--- config.mk ---
export PLATFORM = sky130hd
export DESIGN_NAME = mem_port_arbiter
export DESIGN_NICKNAME = d
export VERILOG_FILES = /design/src/rtl/mem_port_arbiter.sv
export SDC_FILE = /design/constraint.sdc
export NUM_CORES = 1
export LEC_CHECK = 0
export CORE_AREA = 2 2 87 89
export CTS_CLUSTER_SIZE = 28
export DETAILED_ROUTE_END_ITERATION = 10
export DIE_AREA = 0 0 89 91
export PLACE_DENSITY = 0.72
export SLEW_MARGIN = 20
export SYNTH_ARGS = -nofsm -noshare
export SYNTH_HDL_FRONTEND = slang
export SYNTH_SLANG_ARGS = --single-unit
--- constraint.sdc ---
create_clock -name clk -period 2.3 [get_ports clk]
set_input_delay 0.575 -clock clk [delete_from_list [all_inputs] [get_ports clk]]
set_output_delay 0.575 -clock clk [all_outputs]
set_load 0.03 [all_outputs]
--- src/rtl/mem_port_arbiter.sv ---
// Single-port memory arbiter between the CPU and a host/debug loader.
// Round-robin per cycle, with a bounded host lock for back-to-back bursts.
module mem_port_arbiter #(
   parameter int ADDR_W   = 6,
   parameter int DATA_W   = 32,
   parameter int MAX_LOCK = 16
) (
   input  logic              clk,
   input  logic              rst,
   input  logic              cpu_req,
   input  logic              cpu_we,
   input  logic [ADDR_W-1:0] cpu_addr,
   input  logic [DATA_W-1:0] cpu_wdata,
   output logic              cpu_gnt,
   output logic              cpu_rvalid,
   output logic [DATA_W-1:0] cpu_rdata,
   input  logic              host_req,
   input  logic              host_we,
   input  logic [ADDR_W-1:0] host_addr,
   input  logic [DATA_W-1:0] host_wdata,
   input  logic              host_lock,
   output logic              host_gnt,
   output logic              host_rvalid,
   output logic [DATA_W-1:0] host_rdata,
   output logic              mem_wea,
   output logic [ADDR_W-1:0] mem_addra,
   output logic [DATA_W-1:0] mem_dina,
   input  logic [DATA_W-1:0] mem_douta
);

   localparam int CNT_W = $clog2(MAX_LOCK + 1);
   localparam logic [CNT_W-1:0] CNT_MAX = CNT_W'(MAX_LOCK);

   localparam logic [0:0] ST_ARB    = 1'b0;
   localparam logic [0:0] ST_LOCKED = 1'b1;

   logic [0:0]       state_q, state_d;
   logic             rr_last_q, rr_last_d;
   logic [CNT_W-1:0] lock_cnt_q, lock_cnt_d;
   logic             rd_pend_q, rd_pend_d;
   logic             rd_owner_q, rd_owner_d;

   logic cpu_win;
   logic host_win;
   logic locked;
   logic lock_exit;
   logic hold;
   logic rr_eff;

   // Winner selection: a live lock keeps the host, otherwise round-robin.
   always_comb begin
      cpu_win   = 1'b0;
      host_win  = 1'b0;
      locked    = (state_q == ST_LOCKED);
      lock_exit = !host_lock || !host_req ||
                  ((lock_cnt_q == CNT_MAX) && cpu_req);
      hold      = locked && !lock_exit;
      rr_eff    = locked ? 1'b1 : rr_last_q;
      if (rst) begin
         cpu_win  = 1'b0;
         host_win = 1'b0;
      end else if (hold) begin
         host_win = 1'b1;
      end else if (cpu_req && (!host_req || rr_eff)) begin
         cpu_win = 1'b1;
      end else if (host_req) begin
         host_win = 1'b1;
      end
   end

   // Next-state for lock FSM, round-robin pointer and read-return tracking.
   always_comb begin
      state_d    = state_q;
      rr_last_d  = rr_last_q;
      lock_cnt_d = lock_cnt_q;
      rd_pend_d  = (cpu_win && !cpu_we) || (host_win && !host_we);
      rd_owner_d = host_win;
      if (hold) begin
         rr_last_d = 1'b1;
         if (lock_cnt_q != CNT_MAX)
            lock_cnt_d = lock_cnt_q + 1'b1;
      end else begin
         state_d    = ST_ARB;
         lock_cnt_d = '0;
         if (cpu_win)
            rr_last_d = 1'b0;
         if (host_win) begin
            rr_last_d = 1'b1;
            if (host_lock) begin
               state_d    = ST_LOCKED;
               lock_cnt_d = CNT_W'(1);
            end
         end
      end
   end

   // State registers with synchronous reset; host is "last" so CPU wins first tie.
   always_ff @(posedge clk) begin
      if (rst) begin
         state_q    <= ST_ARB;
         rr_last_q  <= 1'b1;
         lock_cnt_q <= '0;
         rd_pend_q  <= 1'b0;
         rd_owner_q <= 1'b0;
      end else begin
         state_q    <= state_d;
         rr_last_q  <= rr_last_d;
         lock_cnt_q <= lock_cnt_d;
         rd_pend_q  <= rd_pend_d;
         rd_owner_q <= rd_owner_d;
      end
   end

   // Memory port mux; idle cycles present a harmless read of address 0.
   always_comb begin
      mem_wea   = 1'b0;
      mem_addra = '0;
      mem_dina  = '0;
      if (cpu_win) begin
         mem_wea   = cpu_we;
         mem_addra = cpu_addr;
         mem_dina  = cpu_wdata;
      end else if (host_win) begin
         mem_wea   = host_we;
         mem_addra = host_addr;
         mem_dina  = host_wdata;
      end
   end

   assign cpu_gnt     = cpu_win;
   assign host_gnt    = host_win;
   assign cpu_rvalid  = rd_pend_q && !rd_owner_q && !rst;
   assign host_rvalid = rd_pend_q && rd_owner_q && !rst;
   assign cpu_rdata   = mem_douta;
   assign host_rdata  = mem_douta;

endmodule

==> flow_summary.yaml <==
run_status:
  status: "finished with violations"
  violations: "negative setup slack"
drt:
  wire_per_inst_um: 16.0
  avgViaCountPerCell: 4.24
  drt_first_pass_iters: 4
  drt-initial-drc-count: 14
  vias: 1488
  drc_errors: 0
  drt.antenna.violating_nets: 0
  wl_um: 5630
pwr:
  combPwrFrac: 0.648
  power.density_nw_per_um2: 314
  switching_power_uw: 331
  p_leak_nw: 1.41
  seq_power_share: 0.165
  ir_drop_mv: 0.171
  p_int_uw: 667
  clkPwrFrac: 0.187
  sw_frac_of_total: 0.331
setup_path:
  cp.required_ps: 1730
  crit_fanout: 9
  start_kind: "input pin"
  path_class: "input pin to output port"
  crit_path_end_kind: "output port"
  crit_arrival_ps: 2020
floorplanning:
  ios: 222
  die_y_um: 91
  std_cell_rows: 31
  core_area_um2: 7140
  die_w_um: 89
  start_util: 0.191
  die-area_um2: 8100
grt:
  grt_pass1_vias: 1673
  grt-ovfl-total: 0
  grt_pass1_wl_um: 8490
  grt_max_degree: 11
  track_usage: 0.132
  antenna_found_initial: 0
logic_synthesis:
  yosys.area.top_type: "buf_4"
  ys_seq_elements: 9
  async_reset_ff_frac: 0
  post-synth-top-area-fraction: 0.357
  syn-num-nets: 277
  synthTopCellsByArea: "buf_4, a22o_2, dfxtp_1, a22o_1, buf_6"
  ys.flop_type: "dfxtp_1"
  yosysSeqAreaShare: 0.132
  yosysWarnings: 0
  syn_avg_cell_area_um2: 8.54
  yosysUniqueCellTypes: 30
  syn_area_um2: 1370
  synth-edff-count: 0
  synthCells: 160
clocking:
  clk_pin_slew_ps: 50
  cts_buffers: 3
  clock_path_buffers: 2
  cts_hold_buf: 0
  clk-insertion-delay-late_ps: 230
  cts_tree: "done"
  clockRootBuffer: "clkbuf_8"
  numClockSinks: 9
  h-tree-depth: 1
cells_and_area:
  finish.net_count: 370
  layout-area-overhead-vs-synth_pct: 132
  drive_above_1_share: 0.548
  antenna_cells: 0
  final_cell_mix: "clkdlybuf4s50_1, buf_6, a22o_4, buf_4, buf_12"
  fill_cells: 691
  layout_commonest_cell: "clkdlybuf4s50_1"
timing:
  fin_crit_sh: 1.13
  final-max-slew-violation-count: 0
  max_slew.worst_pin.slew_ps: 389
  setup_viol: 41
  hold_violations: 0
  fmax_ghz: 0.385
  relSlewSlack: 0.734
  finalSetupTns_ps: -10610
  finalWorstSetupSlack_ps: -297
  hold_ws_ps: 546
  timing.final.crit_period_ps: 2600
  finalClockSkew_ps: 5.32
  rsz0062_at_grt: "true"
place:
  numPortBuffers: 125
  hpwl_um: 4000
  place.gp.congestion: 0.762
hold_path:
  hp-class: "flip-flop to flip-flop"
run:
  maxCapViolCount: 0
[critical path, stage by stage]
cell and delay (ps):
buf_6 70, or3b_4 380, buf_6 130, nand2_4 70, nor3_4 50, buf_12 180, clkbuf_16 160, a22o_2 260
buf_6 130
[cells by family after synthesis]
| family | synth area share |
|---|---|
| xor gates and xnor gates | 0.0256 |
| DFF | 0.132 |
| buffers and inverters | 0.421 |
| adders and majority gates | 0.0183 |
| AOI/OAI and AO/OA | 0.313 |
| muxes | 0.00824 |
| and+or+nand+nor | 0.0815 |
[what timing repair did]
item	in CTS	in global routing
cloned	5	1
pin swaps	18	6
resized for setup	82	12
setup endpoints to repair	41	41
buffers inserted	9	3
[final timing paths]
path	slack, ps	to	depth (start not counted)	start
worst min-delay path	550	lock_cnt_q[4]	2	lock_cnt_q[4]
worst max-delay path	-300	mem_dina[20]	9	host_req
worst min register to register	550	lock_cnt_q[4]	2	lock_cnt_q[4]
worst max register to register	630	lock_cnt_q[1]	8	lock_cnt_q[0]
[flip-flops by register name (all words and copies together), names as in the netlist]
| signal | flops |
|---|---|
| lock_cnt_q | 5 |
| locked | 1 |
| rd_owner_q | 1 |
| rd_pend_q | 1 |
| rr_last_q | 1 |
[per-stage QoR]
stage | setup slack, ps | cell area, um2 | total power [mW] | instances | util
4_1_cts | -368 | 3110 | 0.982 | 350 | 0.435
6_report | -297 | 3180 | 0.998 | 351 | 0.445
3_5_place_dp | -682 | 2530 | 0.686 | 332 | 0.355
5_1_grt | -335 | 3180 | 1.04 | 351 | 0.445
2_1_floorplan | -56.0 | 1580 | 0.618 | 160 | -
3_3_place_gp | -624 | 2530 | 0.682 | 332 | 0.355
[synth_stat cells (all sizes together), types with 2 or more instances]
master	number
buf	73
nand2	3
dfxtp	9
nor3	2
a22o	39
xor2	2
inv	5
xnor2	2
a211o	2
a21oi	4
ha	2
nor2	4
nand3	3
[layer usage]
layer | share of wire | GRT usage | wire, um
met1 | 0.37 | 0.160 | 2090
met4 | 0.023 | 0.0373 | 128
met2 | 0.53 | 0.222 | 2960
met5 | 0 | 0 | 0
met3 | 0.079 | 0.0418 | 443
[power groups by stage]
stage / sequential [mW] / combinational, mW / clock, mW
after CTS: 0.165 / 0.632 / 0.186
after global routing: 0.165 / 0.678 / 0.197
after global placement: 0.167 / 0.515 / 0
final: 0.165 / 0.647 / 0.187
after detailed placement: 0.167 / 0.519 / 0
after floorplan: 0.166 / 0.451 / 0
[area by class of cell]
type                       count  area (um2)  share of cell area
clock buffer                   3        41.3              0.0130
sequential                     9         183              0.0575
timing repair buffer         161        1820               0.572
tap                           99         124              0.0390
multi-input combinational     73         987               0.311
clock inverter                 1        5.00             0.00158
inverter                       5        18.8             0.00591
Note: power is estimated with default switching activity, not from simulation.
